File: src/rtl/uart_hex_packetizer.sv
// Turns each accepted word into ASCII hex characters (MSB nibble first, optional CR LF)
// and hands them one at a time to a UART transmitter using a start/done handshake.
module uart_hex_packetizer #(
  parameter int WORD_WIDTH     = 32,
  parameter int ADD_CRLF       = 1,
  parameter int TIMEOUT_CYCLES = 65535
) (
  input  logic                  clk,
  input  logic                  reset,
  input  logic                  word_Valid,
  input  logic [WORD_WIDTH-1:0] word_Data,
  output logic                  word_Ready,
  input  logic                  tx_Done,
  output logic [7:0]            tx_Data,
  output logic                  tx_Start,
  output logic                  busy,
  output logic [15:0]           word_Count,
  output logic                  err_Timeout
);

  localparam int NIB     = WORD_WIDTH / 4;
  localparam int N_CHARS = NIB + 2 * ADD_CRLF;
  localparam int IDX_W   = 5;
  localparam int WD_W    = $clog2(TIMEOUT_CYCLES + 1);

  typedef enum logic [1:0] {IDLE, ISSUE, WAIT_DONE, NEXT} state_t;

  state_t                state_q, state_d;
  logic [WORD_WIDTH-1:0] shift_q, shift_d;
  logic [IDX_W-1:0]      idx_q, idx_d;
  logic [IDX_W-1:0]      nidx;
  logic [7:0]            tx_data_q, tx_data_d;
  logic [WD_W-1:0]       wd_q, wd_d;
  logic [15:0]           count_q, count_d;
  logic                  done_q;
  logic                  done_rise;
  logic                  wd_expired;

  function automatic logic [7:0] hex_char(input logic [3:0] nib);
    hex_char = (nib < 4'd10) ? (8'h30 + {4'h0, nib}) : (8'h37 + {4'h0, nib});
  endfunction

  assign done_rise  = tx_Done & ~done_q;
  assign wd_expired = (wd_q == WD_W'(TIMEOUT_CYCLES));
  assign nidx       = idx_q + IDX_W'(1);

  always_comb begin
    state_d   = state_q;
    shift_d   = shift_q;
    idx_d     = idx_q;
    tx_data_d = tx_data_q;
    wd_d      = wd_q;
    count_d   = count_q;
    case (state_q)
      IDLE: begin
        if (word_Valid) begin
          tx_data_d = hex_char(word_Data[WORD_WIDTH-1 -: 4]);
          shift_d   = {word_Data[WORD_WIDTH-5:0], 4'h0};
          idx_d     = '0;
          state_d   = ISSUE;
        end
      end
      ISSUE: begin
        wd_d    = '0;
        state_d = WAIT_DONE;
      end
      WAIT_DONE: begin
        // A completing edge wins over a watchdog expiring in the same cycle.
        if (done_rise) begin
          state_d = NEXT;
        end else if (wd_expired) begin
          state_d = IDLE;
        end else begin
          wd_d = wd_q + WD_W'(1);
        end
      end
      NEXT: begin
        if (idx_q == IDX_W'(N_CHARS - 1)) begin
          count_d = count_q + 16'd1;
          state_d = IDLE;
        end else begin
          idx_d   = nidx;
          state_d = ISSUE;
          if (nidx < IDX_W'(NIB)) begin
            tx_data_d = hex_char(shift_q[WORD_WIDTH-1 -: 4]);
            shift_d   = {shift_q[WORD_WIDTH-5:0], 4'h0};
          end else if (nidx == IDX_W'(NIB)) begin
            tx_data_d = 8'h0D;
          end else begin
            tx_data_d = 8'h0A;
          end
        end
      end
      default: state_d = IDLE;
    endcase
  end

  always_ff @(posedge clk) begin
    if (reset) begin
      state_q   <= IDLE;
      idx_q     <= '0;
      tx_data_q <= 8'h00;
      wd_q      <= '0;
      count_q   <= 16'h0000;
      done_q    <= 1'b0;
    end else begin
      state_q   <= state_d;
      idx_q     <= idx_d;
      tx_data_q <= tx_data_d;
      wd_q      <= wd_d;
      count_q   <= count_d;
      done_q    <= tx_Done;
    end
  end

  // Payload shift register carries no control meaning, so it is not reset.
  always_ff @(posedge clk) begin
    shift_q <= shift_d;
  end

  assign word_Ready  = ~reset & (state_q == IDLE);
  assign tx_Start    = ~reset & (state_q == ISSUE);
  assign busy        = ~reset & (state_q != IDLE);
  assign tx_Data     = reset ? 8'h00 : tx_data_q;
  assign word_Count  = reset ? 16'h0000 : count_q;
  assign err_Timeout = ~reset & (state_q == WAIT_DONE) & ~done_rise & wd_expired;

endmodule

File: config.mk
export PLATFORM = sky130hd
export DESIGN_NAME = uart_hex_packetizer
export DESIGN_NICKNAME = d
export VERILOG_FILES = /design/src/rtl/uart_hex_packetizer.sv
export SDC_FILE = /design/constraint.sdc
export NUM_CORES = 1
export LEC_CHECK = 0
export BUFFER_PORTS_ARGS = -buffer_cell sky130_fd_sc_hd__buf_2
export CORE_ASPECT_RATIO = 1.1
export CORE_MARGIN = 2
export CORE_UTILIZATION = 35
export CTS_BUF_LIST = sky130_fd_sc_hd__clkbuf_4
export CTS_CLUSTER_DIAMETER = 120
export CTS_CLUSTER_SIZE = 24
export DETAILED_ROUTE_END_ITERATION = 16
export GPL_TIMING_DRIVEN = 0
export MAX_ROUTING_LAYER = met4
export SYNTH_ARGS = -nofsm -noshare
export SYNTH_HDL_FRONTEND = slang
export SYNTH_SLANG_ARGS = --single-unit
File: constraint.sdc
create_clock -name clk -period 8.1 [get_ports clk]
set_input_delay 1.62 -clock clk [delete_from_list [all_inputs] [get_ports clk]]
set_output_delay 1.62 -clock clk [all_outputs]
set_load 0.005 [all_outputs]
After elaboration in Yosys (flattened, before gate mapping):

Cells that the tools add are included.

* add/subtract/negate cells: 7
* order comparisons: 3
* equal/unequal tests: 12
* multiplexer cells: 24
* bitwise logic cells: 10
* reduce and logical (&&, ||, !) cells: 9

Operators with widths (count)
* 32-bit two-way mux: 3
* 32-bit one-hot mux with 2 select lines: 1
* 16-bit two-way mux: 3
* 16-bit by 1-bit adder with 16-bit output, second input constant: 2
* 16-bit one-hot mux with 2 select lines: 1
* 6-bit by 4-bit adder with 7-bit output, first input constant: 4
* 8-bit two-way mux: 3
* 7-bit two-way mux: 3
* 16-bit equality test, second input constant: 1
* 8-bit one-hot mux with 2 select lines: 1
* 5-bit by 4-bit equality test with 1-bit output, second input constant: 2
* 5-bit two-way mux: 2
* 2-bit != test, second input constant: 5
* 5-bit one-hot mux with 2 select lines: 1
* 4-bit < comparator, second input constant: 2
* 2-bit one-hot mux with 4 select lines: 1
* 1-bit bitwise AND: 7
* 2-bit two-way mux: 3
* 3-bit AND reduction: 2
* 2-bit nonzero test: 3
* 5-bit by 1-bit adder with 5-bit output, second input constant: 1
* 5-bit by 4-bit < comparator with 1-bit output, second input constant: 1
* 2-bit equality test, second input constant: 2
* 2-bit AND reduction: 2
* other kinds (7): 9

* register bits: 80
* input port bits: 36
* output and inout bits: 28

Depth between registers and ports, before layout:

Gate-level depths: netlist (run 1).

* word-level depth: 6
* depth in mapped cells: 7
* mapped depth without buffers: 6

Least setup slack after synthesis (run 1):

OpenSTA, ideal clock, no wires.

* path kind: in2out
* from: input port reset
* to: output port busy
* arrival: 2.516 ns
* slack: 3.964 ns
* stages: 4
* path buffers: 3
* cell sequence: clkbuf_1 > clkbuf_1 > buf_1 > nor2_1

* word-level cells in the longest chain between the ends: 2

RTL lines
* from (decl): line 9 `input logic reset,`
* 1-bit NOT: line 123 `assign busy = ~reset & (state_q != IDLE);`
* 1-bit bitwise AND: line 123
* to (decl): line 16 `output logic busy,`

No other way between the ends.

Worst setup path after layout (run 1):

* from: input port reset
* to: output port tx_Start

* word-level cells in the longest chain between the ends: 2

RTL lines
* 1-bit NOT: line 122 `assign tx_Start = ~reset & (state_q == ISSUE);`
* 1-bit bitwise AND: line 122
* to (decl): line 15 `output logic tx_Start,`

No other way between the ends.

==> impl_metrics.csv, run 1 <==
group,metric,value,unit
run_status,status,"finished clean",
yosys,syn_area,0.00406,mm²
cts,cts.hold.buffers_added,0,
yosys,synth.avg_cell_area,8.74,µm²
sta,setup_viol,0,
cts,cts-root-buf,"clkbuf_4",
sta,slew_violations,0,
cts,cts_sinks,75,
worst_setup_path,slowest_delay,470,ps
final_layout,diodes,0,
sta,period_share,59.7,%
cts,cts_htree_levels,3,
worst_setup_path,critPathRequiredTime,6480,ps
die,fp.dieArea,0.0125,mm²
final_layout,n_fill_cell,1224,
placement,hpwl,7120,µm
sta,rsz0062_at_grt,"no",
route,postRouteAntennaNets,0,
die,num_io_pins,64,
worst_setup_path,crit_fanout,10,
cts,clock_path_buffers,2,
final_layout,seqCellArea,0.00178,mm²
route,firstDrtPassIters,4,
final_layout,layout-drive-gt1-share,18.9,%
die,core,0.0114,mm²
sta,timing.slew.headroom,36.9,%
sta,finalSetupTns,0,ps
hold_path,worstHoldStart,"tx_data_q[6]",
final_layout,finalNetCount,579,
worst_setup_path,path_buf_inv,4,
cts,clock_latency,430,ps
worst_setup_path,cp_common_cell,"clkbuf_1",
worst_setup_path,cp-startpoint,"reset",
route,wl_per_cell,14.0,µm
placement,io_buffers,61,
grt,grt_pass1_vias,3372,
die,dieWidth,107,µm
worst_setup_path,worstPathArrival,3210,ps
die,fp.dieH,117,µm
sta,hold_viol,0,
job,drv_cap,0,
final_layout,area_delta_synth_final,16.7,%
yosys,yosysSeqAreaShare,43.9,%
yosys,synth_edf_count,28,
sta,fin_crit,4830,ps
route,drtIter0Drc,184,
worst_setup_path,crit_slowest_cell,"clkbuf_1",
placement,finalWeightedCongestion,0.838,
power_and_ir_drop,peakVddDrop,90.7,µV
grt,grt_first_pass_wirelength,16100,µm
yosys,synth_fp_nets,507,
sta,fin_skew,14.7,ps
grt,grt_overflow_total,0,
worst_setup_path,path_class,"in -> out",
power_and_ir_drop,p_total,798,µW
sta,fmax,207,MHz
worst_setup_path,start_kind,"primary input",
final_layout,multi_input_area,0.00214,mm²
die,rows,41,
grt,grtUsageTotal,16.7,%
cts,cts_tree,"built",
hold_path,min_path_type,"reg -> reg",
cts,clk_pin_slew,130,ps
sta,worstMarginPinSlew,942,ps
worst_setup_path,r2r-start,"idx_q[0]",
route,num_vias,3572,
yosys,yosys_most_used_dff,"dfxtp_1",
cts,cts_resized,0,
yosys,ys_warn_count,0,
worst_setup_path,crit_chain,"clkbuf_1 -> clkbuf_1 -> buf_1 -> nor2_1 -> buf_2",
route,wl,9670,µm
power_and_ir_drop,power.density,169,mW/mm²
yosys,ys_types,64,
worst_setup_path,critPathCaptureType,"primary output",
die,initial_utilization,35.6,%
cts,postCtsSetupRepairBufs,0,
worst_setup_path,critical-path-top-delay-family,"buffers and inverters",
route,drcViolationCount,0,
route,avgViaCountPerCell,5.17,
cts,cts_buffers,9,
yosys,async_flop_share,0,%
grt,antenna_found_initial,0,
grt,grt_max_degree,31,
power_and_ir_drop,cellLeakagePower,0.00191,µW
yosys,synth-seq-cells,75,
yosys,syn_inst,464,
-- worst paths after layout --
| check | to | slack, ps | depth (start not counted) |
|---|---|---|---|
| setup / recovery | tx_Start | 3270 | 5 |
| hold / removal | tx_data_q[6] | 470 | 2 |
| setup reg to reg | shift_q[30] | 5600 | 5 |
| hold reg to reg | tx_data_q[6] | 470 | 2 |
-- cells by family (layout without fill, tap and decap cells) --
logic type                 Yosys count  after routing  synth area share, %
AOI/OAI and AO/OA                   78             78                 12.7
adders and majority gates            7              7                 2.16
buffers and inverters               32            109                 3.67
DFF                                 75             75                 43.9
xor gates and xnor gates             9              9                 1.94
and+or+nand+nor                    250            250                 32.4
other                                1              1               0.0925
muxes                               12             12                 3.18
-- through the flow --
step	hold slack [ps]	setup slack [ps]	cell area [µm²]	utilization, %	cells
floorplan	427	3960	4060	-	464
global placement	451	3170	4550	39.9	675
detailed placement	451	3210	4560	40.0	675
CTS	469	3210	4730	41.6	691
global route	498	3090	4730	41.6	691
finish	465	3270	4730	41.6	691
-- worst register-to-register path, stage by stage, from the launching register on --
cell	delay, ps
dfxtp_1	510
ha_1	200
clkbuf_1	290
xor2_1	110
a2bb2oi_1	220
o21ai_4	780
-- placed cells by master, fill, tap and decap left out, types with 3 or more instances in the layout --
cell       instances
nand2b_1           5
nor3_1             8
nor4b_1            4
nor2b_1           31
a21oi_1           22
bufinv_16          3
nand4_1            7
buf_1              4
nor4_1             5
a31oi_1            3
o211ai_1           7
nand4_2            3
dfxtp_1           47
or4_1              9
clkbuf_4           9
or3_1             11
clkinv_1           3
clkbuf_1          10
o31ai_1            4
o21ai_0           16
ha_1               7
mux2i_1            5
xnor2_1            4
mux2_2             7
and2_1             9
and4_1             5
nor2_1            21
edfxtp_1          28
nand3_1           13
inv_1              9
nand2_1          107
and3_1             3
buf_2             66
xor2_1             5
-- routing by layer --
layer  GRT usage, %  vias to the layer above  part of all wire, %
li1               -                     1808                    -
met1           20.3                     1664                   46
met2           27.7                       90                   49
met3           3.93                       10                  4.4
met4           5.11                        0                 0.98
met5              -                        -                    0
-- sequential cells by signal, summed over array words and instances (netlist names) --
register   count
shift_q       28
count_q       16
tx_data_q      7
state_q        2
wd_q          16
idx_q          5
done_q         1
-- power by group --
group | internal [µW] | switching (µW) | total [µW]
sequential | 415 | 8.67 | 424
clock | 153 | 134 | 287
combinational | 35.0 | 52.5 | 87.5
total | 603 | 196 | 798
-- layout make-up --
type                       instances  share of cell area, %
sequential                        75                   37.6
clock inverter                     7                   2.25
inverter                           9                  0.714
timing repair buffer              61                   6.45
buffer                            23                   2.43
tap                              150                   3.97
clock buffer                       9                   1.43
multi-input combinational        357                   45.1
-- cell usage after synthesis, drive strengths merged (2+ instances only) --
library cell | n | area share [%]
xnor2 | 4 | 0.86
dfxtp | 47 | 23
mux2i | 5 | 1.2
or3b | 2 | 0.43
nor4b | 4 | 0.86
or3 | 12 | 2.0
inv | 9 | 0.83
a221oi | 2 | 0.43
o21ai | 19 | 2.3
a31oi | 3 | 0.46
nand2b | 5 | 0.77
nor4 | 6 | 1.3
clkbuf | 10 | 0.93
or4 | 9 | 1.7
o22ai | 2 | 0.31
nand3 | 13 | 1.6
o31ai | 4 | 0.74
nor2 | 21 | 1.9
ha | 7 | 2.2
nor2b | 31 | 4.8
mux2 | 7 | 1.9
buf | 13 | 1.9
nand2 | 107 | 9.9
o211ai | 7 | 1.3
a221o | 2 | 0.49
nand4 | 10 | 2.0
and3 | 3 | 0.46
o21a | 2 | 0.56
nor3 | 8 | 0.99
a21oi | 23 | 2.9
edfxtp | 28 | 21
and2 | 9 | 1.4
xor2 | 5 | 1.1
and4 | 5 | 1.1
Power figures use the tool's default switching activity.
==> inputs of run 2 (changes only) <==
ABC_AREA = 1   (was default)
clock period = 4.5 ns   (was 8.1 ns; I/O delays follow)
==> impl_metrics.csv, run 2 <==
group,metric,value,unit
yosys,ys_warn_count,0,
worst_setup_path,critPathCaptureType,"primary output",
sta,hold_slack,503,ps
grt,grt_max_degree,30,
yosys,ys_top_cells_by_count,"172 x nand2_1, 92 x nor2_1, 73 x inv_1, 47 x dfxtp_1, 35 x a21oi_1",
cts,cts_buffers,9,
grt,grtUsageTotal,17.0,%
cts,clock_path_buffers,2,
final_layout,layout-drive-gt1-share,16.1,%
sta,worstMarginPinSlew,622,ps
cts,cts_sinks,75,
run_status,status,"finished clean",
die,core,0.0114,mm²
worst_setup_path,cp-startpoint,"reset",
route,wl,9790,µm
sta,timing.slew.headroom,58.5,%
worst_setup_path,crit_fanout,10,
die,num_io_pins,64,
yosys,synth_edf_count,28,
route,wl_per_cell,12.0,µm
yosys,yosys_most_used_dff,"dfxtp_1",
worst_setup_path,crit_slowest_cell,"buf_1",
yosys,syn_inst,585,
sta,fin_crit,3120,ps
yosys,synth_top_family_by_area,"simple AND/OR/NAND/NOR gates",
route,num_vias,3794,
final_layout,mostFrequentLayoutCell,"nand2_1",
worst_setup_path,r2r-end,"shift_q[25]",
worst_setup_path,worstPathArrival,2220,ps
final_layout,largest_reg_flops,28,
cts,cts_htree_levels,3,
cts,clock_latency,430,ps
yosys,synth-seq-cells,75,
die,dieWidth,107,µm
die,rows,41,
hold_path,worstHoldStart,"count_q[1]",
yosys,synth_fa_ha_area_share,2.13,%
sta,rsz0062_at_grt,"no",
worst_setup_path,crit_chain,"buf_2 -> clkbuf_1 -> buf_1 -> nor2_1 -> buf_2",
placement,finalWeightedCongestion,0.880,
worst_setup_path,path_buf_inv,4,
cts,cts-root-buf,"clkbuf_4",
yosys,ys_top_cells_by_area,"dfxtp_1 23%, edfxtp_1 20%, nand2_1 16%",
yosys,yosysMostFrequentCell,"nand2_1",
final_layout,largest-register,"shift_q",
worst_setup_path,cp_common_cell,"buf_2",
yosys,async_flop_share,0,%
sta,hold_viol,0,
cts,cts_resized,0,
die,fp.dieArea,0.0126,mm²
worst_setup_path,worst_r2r_path_depth,9,
route,firstDrtPassIters,4,
die,initial_utilization,35.9,%
final_layout,multi_input_area,0.00195,mm²
sta,fmax,321,MHz
final_layout,finalNetCount,701,
job,drv_cap,0,
final_layout,area_delta_synth_final,16.0,%
sta,finalSetupTns,0,ps
sta,slew_violations,0,
hold_path,holdPathEnd,"count_q[1]",
grt,grt_pass1_vias,3705,
worst_setup_path,path_class,"in -> out",
yosys,syn_area,0.00411,mm²
sta,fin_skew,14.9,ps
sta,period_share,69.3,%
worst_setup_path,r2r_slack,2340,ps
final_layout,diodes,0,
route,avgViaCountPerCell,4.67,
worst_setup_path,critical-path-top-delay-family,"buffers and inverters",
yosys,yosys.area_share.simple,33.0,%
worst_setup_path,critPathRequiredTime,3600,ps
grt,grt_overflow_total,0,
power_and_ir_drop,power.density,379,mW/mm²
worst_setup_path,r2r-start,"idx_q[1]",
cts,clk_pin_slew,120,ps
yosys,netlist.top_cell.by_area,"dfxtp_1",
yosys,yosysSeqAreaShare,43.4,%
die,fp.dieH,118,µm
grt,antenna_found_initial,0,
power_and_ir_drop,peakVddDrop,177,µV
power_and_ir_drop,cellLeakagePower,0.00219,µW
placement,hpwl,7280,µm
cts,cts_tree,"built",
yosys,synth_fp_nets,628,
yosys,synthMuxAreaShare,0,%
yosys,synth_compound_area_share,10.1,%
cts,cts.hold.buffers_added,0,
final_layout,reg_top3,"shift_q: 28 flops, count_q: 16 flops, wd_q: 16 flops",
cts,postCtsSetupRepairBufs,0,
hold_path,min_path_type,"reg -> reg",
hold_path,hold_path_depth,2,
final_layout,final_cell_mix,"172 x nand2_1, 92 x nor2_1, 73 x inv_1",
placement,io_buffers,62,
yosys,ys_types,37,
worst_setup_path,slowest_delay,480,ps
worst_setup_path,start_kind,"primary input",
final_layout,seqCellArea,0.00178,mm²
yosys,synthXorXnorAreaFrac,2.13,%
sta,setup_viol,0,
route,drtIter0Drc,170,
yosys,synth_top_cell_area_share,22.9,%
grt,grt_first_pass_wirelength,16700,µm
final_layout,n_fill_cell,1235,
yosys,synth.avg_cell_area,7.02,µm²
route,drcViolationCount,0,
route,postRouteAntennaNets,0,
run 2: cell count changes after synthesis, sizes merged, moves of 9 or more:
cell   delta
or4       -9
nand2    +69
and2      -9
or3      -12
nor2b    -31
a21oi    +12
inv      +67
nand3    +20
nor2     +74
run 2: area by class of cell:
type	count	share of cell area, %
Inverter	77	6.09
Timing Repair Buffer	62	6.51
Sequential cell	75	37.4
Multi-Input combinational cell	416	40.9
Buffer	17	1.86
Clock inverter	5	1.65
Clock buffer	11	1.73
Tap cell	150	3.94
run 2: cells by family (layout without fill, tap and decap cells):
kind of cell,Yosys count,after routing
AND/OR/NAND/NOR,324,324
buffers and inverters,94,172
flip-flops,75,75
AO/OA/AOI/OAI,74,74
XOR/XNOR,10,10
adder cells (fa/ha/maj),7,7
other,1,1
run 2: tightest hold or removal path: stages, from the launching register on:
cell and delay, ps:
dfxtp_1 340, inv_1 70, a21oi_1 60
run 2: per-stage QoR:
stage | power (µW) | utilization, % | setup slack (ps) | cells | cell area (µm²)
3_5_place_dp | 1350 | 40.3 | 1390 | 797 | 4610
6_report | 1810 | 41.7 | 1380 | 813 | 4770
2_1_floorplan | 1210 | - | 2050 | 585 | 4110
5_1_grt | 1930 | 41.7 | 1280 | 813 | 4770
4_1_cts | 1830 | 41.7 | 1390 | 813 | 4770
3_3_place_gp | 1330 | 40.3 | 1370 | 797 | 4610
run 2: routing by layer:
layer	vias up	track usage [%]	part of all wire, %
li1	1996	-	-
met1	1714	21.5	48
met2	73	27.3	47
met3	11	3.21	3.9
met4	0	5.44	1.3
met5	-	-	0
run 2: worst max path at each step:
stage	end	slack, ps	cells past startpoint
2_1_floorplan	busy	2050	3
6_report	tx_Data[3]	1380	5
3_3_place_gp	tx_Data[6]	1370	5
4_1_cts	tx_Data[6]	1390	5
3_5_place_dp	tx_Data[6]	1390	5
5_1_grt	tx_Data[6]	1280	5
run 2: power breakdown:
group | internal, µW | switching (µW) | total [µW]
Clock | 237 | 241 | 479
Sequential | 845 | 52.4 | 898
Combinational | 136 | 293 | 429
